==> src/rtl/delay_config_loader.sv <==
// delay_config_loader: UART framed config loader with a double-buffered delay table and a read port
module delay_config_loader #(
    parameter int         NUM_CH      = 8,
    parameter int         NUM_ALINES  = 16,
    parameter int         DELAY_BYTES = 2,
    parameter int         PULSE_BYTES = 4,
    parameter logic [2:0] HANDSHAKE   = 3'b110,
    parameter int         TIMEOUT     = 65535
) (
    input  logic                              clk,
    input  logic                              rst,
    input  logic [7:0]                        uart_data,
    input  logic                              new_data,
    input  logic                              wr_en,
    input  logic                              rd_en,
    input  logic [$clog2(NUM_ALINES)-1:0]     which_aline,
    output logic                              intaking_configs,
    output logic                              config_done,
    output logic                              config_error,
    output logic [NUM_CH-1:0]                 channel_select,
    output logic [7:0]                        aline_select,
    output logic [8*PULSE_BYTES-1:0]          pulse_shape,
    output logic                              updating_delays,
    output logic                              delays_valid,
    output logic [NUM_CH*8*DELAY_BYTES-1:0]   delays,
    output logic                              active_bank
);
    localparam int MASK_BYTES = (NUM_CH + 7) / 8;
    localparam int AW         = $clog2(NUM_ALINES);
    localparam int DELAY_W    = 8 * DELAY_BYTES;
    localparam int PULSE_W    = 8 * PULSE_BYTES;
    localparam int MW         = 8 * MASK_BYTES;
    localparam int CW         = NUM_CH > 1 ? $clog2(NUM_CH) : 1;
    localparam int TW         = $clog2(TIMEOUT + 1);

    typedef enum logic [2:0] {IDLE, MASK, ALINE, PULSE, DELAY, CHECK} lstate_t;
    typedef enum logic [1:0] {R_IDLE, R_ADDR, R_DATA} rstate_t;

    lstate_t                    ls_q, ls_d;
    rstate_t                    rs_q, rs_d;
    logic [7:0]                 cnt_q, cnt_d;
    logic [AW-1:0]              aline_q, aline_d;
    logic [CW-1:0]              ch_q, ch_d;
    logic [TW-1:0]              tmo_q, tmo_d;
    logic [7:0]                 csum_q, csum_d;
    logic [MW-1:0]              mask_sh_q, mask_sh_d;
    logic [7:0]                 al_sh_q, al_sh_d;
    logic [PULSE_W-1:0]         pulse_sh_q, pulse_sh_d;
    logic [DELAY_W-1:0]         dword_q, dword_d;
    logic [NUM_CH-1:0]          chsel_q, chsel_d;
    logic [7:0]                 alsel_q, alsel_d;
    logic [PULSE_W-1:0]         pulse_q, pulse_d;
    logic                       bank_q, bank_d;
    logic                       done_q, done_d;
    logic                       err_q, err_d;
    logic [AW-1:0]              raddr_q, raddr_d;
    logic                       rbank_q, rbank_d;
    logic [NUM_CH*DELAY_W-1:0]  delays_q, delays_d;
    logic                       hdr_ok, word_last, aline_last, ch_last;
    logic                       timeout, check_hit, commit, mem_we;
    logic [DELAY_W-1:0]         mem_wdata;
    logic [DELAY_W-1:0]         mem [2][NUM_CH][NUM_ALINES];

    // Frame decode: field boundaries, checksum match, timeout and delay-word write strobe
    always_comb begin
        hdr_ok     = new_data && wr_en && uart_data[7:5] == HANDSHAKE;
        word_last  = cnt_q == 8'(DELAY_BYTES - 1);
        aline_last = aline_q == AW'(NUM_ALINES - 1);
        ch_last    = ch_q == CW'(NUM_CH - 1);
        timeout    = ls_q != IDLE && !new_data && tmo_q == TW'(TIMEOUT - 1);
        check_hit  = ls_q == CHECK && new_data;
        commit     = check_hit && uart_data == csum_q;
        mem_wdata  = DELAY_W'({dword_q, uart_data});
        mem_we     = ls_q == DELAY && new_data && word_last;
    end

    // Load FSM next state; a timeout aborts from any field
    always_comb begin
        ls_d = ls_q;
        case (ls_q)
            IDLE:    ls_d = hdr_ok ? MASK : IDLE;
            MASK:    ls_d = new_data && cnt_q == 8'(MASK_BYTES - 1) ? ALINE : MASK;
            ALINE:   ls_d = new_data ? PULSE : ALINE;
            PULSE:   ls_d = new_data && cnt_q == 8'(PULSE_BYTES - 1) ? DELAY : PULSE;
            DELAY:   ls_d = mem_we && aline_last && ch_last ? CHECK : DELAY;
            CHECK:   ls_d = new_data ? IDLE : CHECK;
            default: ls_d = IDLE;
        endcase
        if (timeout) ls_d = IDLE;
    end

    // Load datapath: counters, shadow fields, checksum and atomic commit of the outputs
    always_comb begin
        cnt_d   = cnt_q;
        aline_d = aline_q;
        ch_d    = ch_q;
        if (new_data && (ls_q == MASK || ls_q == PULSE || ls_q == DELAY)) cnt_d = cnt_q + 8'd1;
        if (mem_we) begin
            cnt_d   = '0;
            aline_d = aline_q + AW'(1);
            ch_d    = aline_last ? ch_q + CW'(1) : ch_q;
        end
        if (ls_d != ls_q) begin
            cnt_d   = '0;
            aline_d = '0;
            ch_d    = '0;
        end
        tmo_d      = (ls_q == IDLE || new_data) ? '0 : tmo_q + TW'(1);
        csum_d     = ls_q == IDLE ? 8'd0 : (new_data && ls_q != CHECK ? csum_q ^ uart_data : csum_q);
        mask_sh_d  = ls_q == MASK && new_data ? MW'({mask_sh_q, uart_data}) : mask_sh_q;
        al_sh_d    = ls_q == ALINE && new_data ? uart_data : al_sh_q;
        pulse_sh_d = ls_q == PULSE && new_data ? PULSE_W'({pulse_sh_q, uart_data}) : pulse_sh_q;
        dword_d    = ls_q == DELAY && new_data ? mem_wdata : dword_q;
        chsel_d    = commit ? mask_sh_q[NUM_CH-1:0] : chsel_q;
        alsel_d    = commit ? al_sh_q : alsel_q;
        pulse_d    = commit ? pulse_sh_q : pulse_q;
        bank_d     = bank_q ^ commit;
        done_d     = commit;
        err_d      = (check_hit && !commit) || timeout;
    end

    // Read FSM next state; requests outside R_IDLE are dropped
    always_comb begin
        rs_d = rs_q;
        case (rs_q)
            R_IDLE:  rs_d = rd_en ? R_ADDR : R_IDLE;
            R_ADDR:  rs_d = R_DATA;
            default: rs_d = R_IDLE;
        endcase
    end

    // Read datapath: latch address and the bank live at request time, gather all channels
    always_comb begin
        raddr_d  = rs_q == R_IDLE && rd_en ? which_aline : raddr_q;
        rbank_d  = rs_q == R_IDLE && rd_en ? bank_q : rbank_q;
        delays_d = delays_q;
        for (int c = 0; c < NUM_CH; c++)
            if (rs_q == R_ADDR) delays_d[c*DELAY_W +: DELAY_W] = mem[rbank_q][c][raddr_q];
    end

    // Output decode from state and registered results
    always_comb begin
        intaking_configs = ls_q != IDLE;
        updating_delays  = rs_q != R_IDLE;
        delays_valid     = rs_q == R_DATA;
        config_done      = done_q;
        config_error     = err_q;
        channel_select   = chsel_q;
        aline_select     = alsel_q;
        pulse_shape      = pulse_q;
        delays           = delays_q;
        active_bank      = bank_q;
    end

    // State registers for both FSMs
    always_ff @(posedge clk) begin
        if (rst) begin
            ls_q <= IDLE;
            rs_q <= R_IDLE;
        end else begin
            ls_q <= ls_d;
            rs_q <= rs_d;
        end
    end

    // Datapath registers
    always_ff @(posedge clk) begin
        if (rst) begin
            cnt_q      <= '0;
            aline_q    <= '0;
            ch_q       <= '0;
            tmo_q      <= '0;
            csum_q     <= '0;
            mask_sh_q  <= '0;
            al_sh_q    <= '0;
            pulse_sh_q <= '0;
            dword_q    <= '0;
            chsel_q    <= '0;
            alsel_q    <= '0;
            pulse_q    <= '0;
            bank_q     <= 1'b0;
            done_q     <= 1'b0;
            err_q      <= 1'b0;
            raddr_q    <= '0;
            rbank_q    <= 1'b0;
            delays_q   <= '0;
        end else begin
            cnt_q      <= cnt_d;
            aline_q    <= aline_d;
            ch_q       <= ch_d;
            tmo_q      <= tmo_d;
            csum_q     <= csum_d;
            mask_sh_q  <= mask_sh_d;
            al_sh_q    <= al_sh_d;
            pulse_sh_q <= pulse_sh_d;
            dword_q    <= dword_d;
            chsel_q    <= chsel_d;
            alsel_q    <= alsel_d;
            pulse_q    <= pulse_d;
            bank_q     <= bank_d;
            done_q     <= done_d;
            err_q      <= err_d;
            raddr_q    <= raddr_d;
            rbank_q    <= rbank_d;
            delays_q   <= delays_d;
        end
    end

    // Delay table: loads always target the bank not serving reads; never cleared
    always_ff @(posedge clk) begin
        if (mem_we) mem[!bank_q][ch_q][aline_q] <= mem_wdata;
    end
endmodule
==> config.mk <==
export PLATFORM = sky130hd
export DESIGN_NAME = delay_config_loader
export DESIGN_NICKNAME = d
export VERILOG_FILES = /design/src/rtl/delay_config_loader.sv
export SDC_FILE = /design/constraint.sdc
export NUM_CORES = 2
export LEC_CHECK = 0
export CAP_MARGIN = 40
export CORE_UTILIZATION = 40
export DETAILED_ROUTE_END_ITERATION = 10
export PLACE_DENSITY_LB_ADDON = 0.3
export SLEW_MARGIN = 10
export SYNTH_ARGS = -nofsm -noshare
export SYNTH_HDL_FRONTEND = slang
export SYNTH_SLANG_ARGS = --single-unit
==> constraint.sdc <==
create_clock -name clk -period 4.9 [get_ports clk]
set_clock_uncertainty 0.1 [all_clocks]
set_input_delay 1.47 -clock clk [delete_from_list [all_inputs] [get_ports clk]]
set_output_delay 1.47 -clock clk [all_outputs]
set_load 0.03 [all_outputs]
### Yosys cells after proc, flatten, opt, wreduce, memory -nomap -nowiden

Memory sizes are Yosys's and may differ from the RTL's. A register that Yosys moved wholly into a read port is not among the register bits.
Cells that the tools add are included.
W data, S select, Z words.

* memory bits (writable): 4096
* memories kept: 1
* register bits: 284

* reductions and logical operators: 38
* order comparisons: 5
* equal/unequal tests: 16
* muxes and demuxes: 42
* bitwise operators: 5
* $add $sub $neg: 4

Memories
* mem: words 2, bits a word 2048, read ports 1, clocked after Yosys merged registers in 1, wr ports 1, RTL line 62 `logic [DELAY_W-1:0] mem [2][NUM_CH][NUM_ALINES];`

Operators with widths (count)
* $mux W2048: 1
* $demux W256 S3: 1
* $bmux W16 S4: 8
* $mux W16: 17
* $mux W256: 1
* $demux W16 S4: 1
* $logic_and A1 B1 Y1: 21
* $pmux W3 S6: 1
* $add A16 B1 Y16 const B: 1
* $eq A16 B16 Y1 const B: 1
* $eq A3 B3 Y1 const B: 4
* $ge A5 B5 Y1 const B: 2
* $not A4 Y5: 2
* $mux W3: 3
* $add A8 B1 Y8 const B: 1
* $eq A8 B1 Y1 const B: 1
* $eq A8 B2 Y1 const B: 1
* $eq A8 B8 Y1: 1
* $logic_not A8 Y1: 1
* $xor A8 B8 Y8: 1
* $mux W1: 7
* $eq A3 B2 Y1 const B: 2
* $reduce_or A2 Y1: 3
* $lt A5 B1 Y1 const B: 1
* 22 further kinds: 27

### Longest topological paths before layout

* depth in word-level cells: 10
* depth in mapped cells: 9
* mapped depth without buffers: 7

### Worst setup path before layout

Ideal clock, no wire load.

* kind: reg-to-reg
* from: register dword_q[0]
* to: memory mem[0][1000] (netlist bit) (data pin)
* arrival: 3.397 ns
* setup time: 0.856 ns
* buffers on the path: 0
* data required time: 3.944 ns
* clock period less this slack: 4.353 ns
* cell stages (with the launch flop): 1
* setup slack: 0.547 ns
* cell sequence: dfxtp_1

RTL lines
* start, declared: RTL line 49 `logic [DELAY_W-1:0] dword_q, dword_d;`
* start signal, assigned: RTL line 196 `dword_q <= dword_d;`
* end, declared: RTL line 62

Straight into the memory's write port.

### Worst setup path after layout

* from: register ls_q[0]
* to: output intaking_configs

* longest elaborated chain between the ends: 1

Ends and longest elaborated chain
* start, declared: RTL line 39 `lstate_t ls_q, ls_d;`
* start signal, assigned: RTL line 161 `ls_q <= ls_d;`
* $reduce_bool A3 Y1: RTL line 143 `intaking_configs = ls_q != IDLE;`
* end, declared: RTL line 17 `output logic intaking_configs,`

Every way passes these cells.

==> impl_metrics.yaml <==
yosys:
  synth_edf_count: 4096
  synth.distinct_cells: 53
  async_flop_share_pct: 0
  netlist_top_cells_area: "edfxtp_1 (74%), mux4_2 (12%), dfxtp_1 (3.4%)"
  synth_cells: 7978
  yosysMostFrequentCell: "edfxtp_1"
  synth_area_per_cell_um2: 20.8
  syn_nets: 8006
  ys_seq_area_share_pct: 77.4
  yosys_warnings: 0
  synth-seq-cells: 4381
  syn_area_um2: 166000
  ys.flop_type: "edfxtp_1"
  yosysTopAreaCell: "edfxtp_1"
  synth_top_area_share_pct: 74.0
  ys_top_cells_by_count: "edfxtp_1 (4096), mux4_2 (896), nor2_1 (472)"
setup_path:
  crit_arrival_ns: 2.72
  cp-start-kind: "register"
  end_kind: "output pin"
  cp_slowest_stage_delay_ns: 0.75
  regToRegSetupSlack_ns: 1.46
  crit_family: "buffers and inverters"
  crit_required_ns: 3.33
  crit_chain: "or3_1 -> clkdlybuf4s50_1"
  crit_type: "reg -> out"
  slowest_stage: "clkdlybuf4s50_1"
  cp_max_fo: 14
  critical_path_buf_inv_count: 1
global_route:
  grt_use_total_pct: 20.3
  grt_max_degree: 170
  grt_pass1_wl_um: 615000
  antenna_found_initial: 17
  grt_pass1_vias: 82800
  overflow: 0
die:
  rows: 236
  ios: 199
  fp.dieH_um: 647
  start_util_pct: 40.2
  die_area_um2: 418000
  coreArea_um2: 413000
  die_w_um: 647
sta:
  setup_viol: 0
  worstMarginPinSlew_ns: 1.29
  maxSlewViolCount: 0
  clock.fmax_ghz: 0.233
  rsz0062_at_grt: "false"
  post-route-min-period_ns: 4.29
  final.setup.tns_ns: 0
  finalHoldViolations: 0
  relSlewSlack_pct: 13.7
  min_period_over_period_pct: 87.6
place:
  port_buffers: 198
  post-dp-hpwl_um: 258000
  gp_congestion: 0.862
power:
  p_leak_uw: 0.0636
  power_density_nw_per_um2: 401
  power_uw: 77200
  ir_drop_mv: 0.317
layout:
  drive_above_1_share_pct: 25.2
  fillers: 33900
  area_delta_synth_final_pct: 15.8
  num-nets-final: 8653
clock_network:
  cts_buffers: 441
  worstSkewPairLatency_ns: 1.01
  h-tree-depth: 5
  cts_buffer_depth: 4
  cts_hold_buf: 0
  cts.sinks: 4381
  clk_pin_slew_worst_paths_ns: 0.06
  cts-root-buf: "clkbuf_16"
  cts_setup_buffers: 0
  cts_resized: 0
  cts_tree: "yes"
routing:
  ant_nets: 0
  wl_per_cell_um: 29.7
  met1Wirelength_um: 181000
  vias_per_cell: 5.66
  met2_length_um: 204000
  drc: 0
  wl_met3_um: 33300
  topRoutingLayerUsed: "met5"
  drtIter0Drc: 10400
  dr.pass1.iters: 8
  drt-total-wl_um: 430000
  vias: 82000
job:
  max_cap_viol_count: 0
outcome:
  status: "complete, no violations"
worst_hold_path:
  min_path_type: "reg -> reg"
[state kept, by name, summed over array words and instances, names as in the netlist, 2 cells and up, named ones only]
signal and cells:
al_sh_q 8, aline_q 4, aline_select 8, ch_q 3, channel_select 8, cnt_q 8, csum_q 8, delays 128
dword_q 8, ls_q 3, mask_sh_q 8, mem 4096, pulse_sh_q 32, pulse_shape 32, raddr_q 4, rs_q 2
tmo_q 16
[placed cells by master, fill, tap and decap left out, drive strengths merged, types with 2 or more instances in the layout]
| master | count |
|---|---|
| xor2 | 26 |
| nand4 | 17 |
| mux2i | 441 |
| nor2b | 12 |
| nor4b | 6 |
| o211ai | 2 |
| diode | 6 |
| nand2b | 2 |
| nor3 | 9 |
| a211oi | 128 |
| and4 | 4 |
| clkbuf | 553 |
| or3 | 132 |
| a21oi | 59 |
| inv | 21 |
| dfxtp | 285 |
| clkinv | 193 |
| ha | 11 |
| mux2 | 130 |
| nand4bb | 2 |
| a221oi | 128 |
| bufinv | 59 |
| and3 | 6 |
| nor2 | 472 |
| nand2 | 278 |
| buf | 501 |
| xnor2 | 15 |
| clkdlybuf4s50 | 189 |
| and2 | 3 |
| edfxtp | 4096 |
| or2 | 4 |
| nor4 | 9 |
| o21ai | 10 |
| mux4 | 896 |
| nand3 | 30 |
| nand4b | 2 |
| o22ai | 256 |
| clkinvlp | 14 |
[layout make-up]
cell class	count	area, µm²	area share, %
Antenna cell	6	15.0	0.00780
Clock buffer	553	11800	6.11
Clock inverter	279	3090	1.60
Inverter	8	30.0	0.0156
Multi-Input combinational cell	3103	35300	18.3
Sequential cell	4381	129000	66.9
Tap cell	5474	6850	3.56
Timing Repair Buffer	690	6610	3.44
[metal layers]
metal | up-vias | global-route usage, %
met4 | 4 | 5.26
met2 | 3591 | 32.4
li1 | 34300 | -
met1 | 43500 | 29.2
met3 | 571 | 3.19
met5 | - | 0
[tightest hold or removal path, cell delays in order (launching register included)]
cell and delay (ns):
dfxtp_1 0.31, nand2_1 0.05, a21oi_1 0.05
[worst paths after layout]
path / cells past startpoint / from / to
setup / recovery: 2 / ls_q[0] / intaking_configs
hold / removal: 2 / al_sh_q[0] / al_sh_q[0]
setup reg to reg: 6 / raddr_q[0] / delays[121]
hold reg to reg: 2 / al_sh_q[0] / al_sh_q[0]
[stage by stage]
step	std cells	instance area, µm²	setup WS, ns	hold WS, ns	utilization (%)
6_report	14500	192000	0.608	0.358	46.5
3_5_place_dp	13700	177000	0.225	0.351	42.9
2_1_floorplan	7978	166000	0.547	0.336	-
5_1_grt	14500	192000	0.543	0.371	46.5
3_3_place_gp	13600	177000	0.381	0.342	42.8
4_1_cts	14500	192000	0.577	0.360	46.5
[power by group]
group | internal (µW) | switching, µW
clock network | 20100 | 14200
registers | 40600 | 154
logic | 656 | 1420
[kinds of logic after synthesis]
kind of cell	Yosys count	share of synthesized area [%]
DFF	4381	77.4
buffers and inverters	494	1.43
adders and majority gates	11	0.0828
xor gates and xnor gates	41	0.216
AOI/OAI and AO/OA	591	2.48
and+or+nand+nor	993	2.66
muxes	1467	15.7
(Power assumes the default switching activity.)
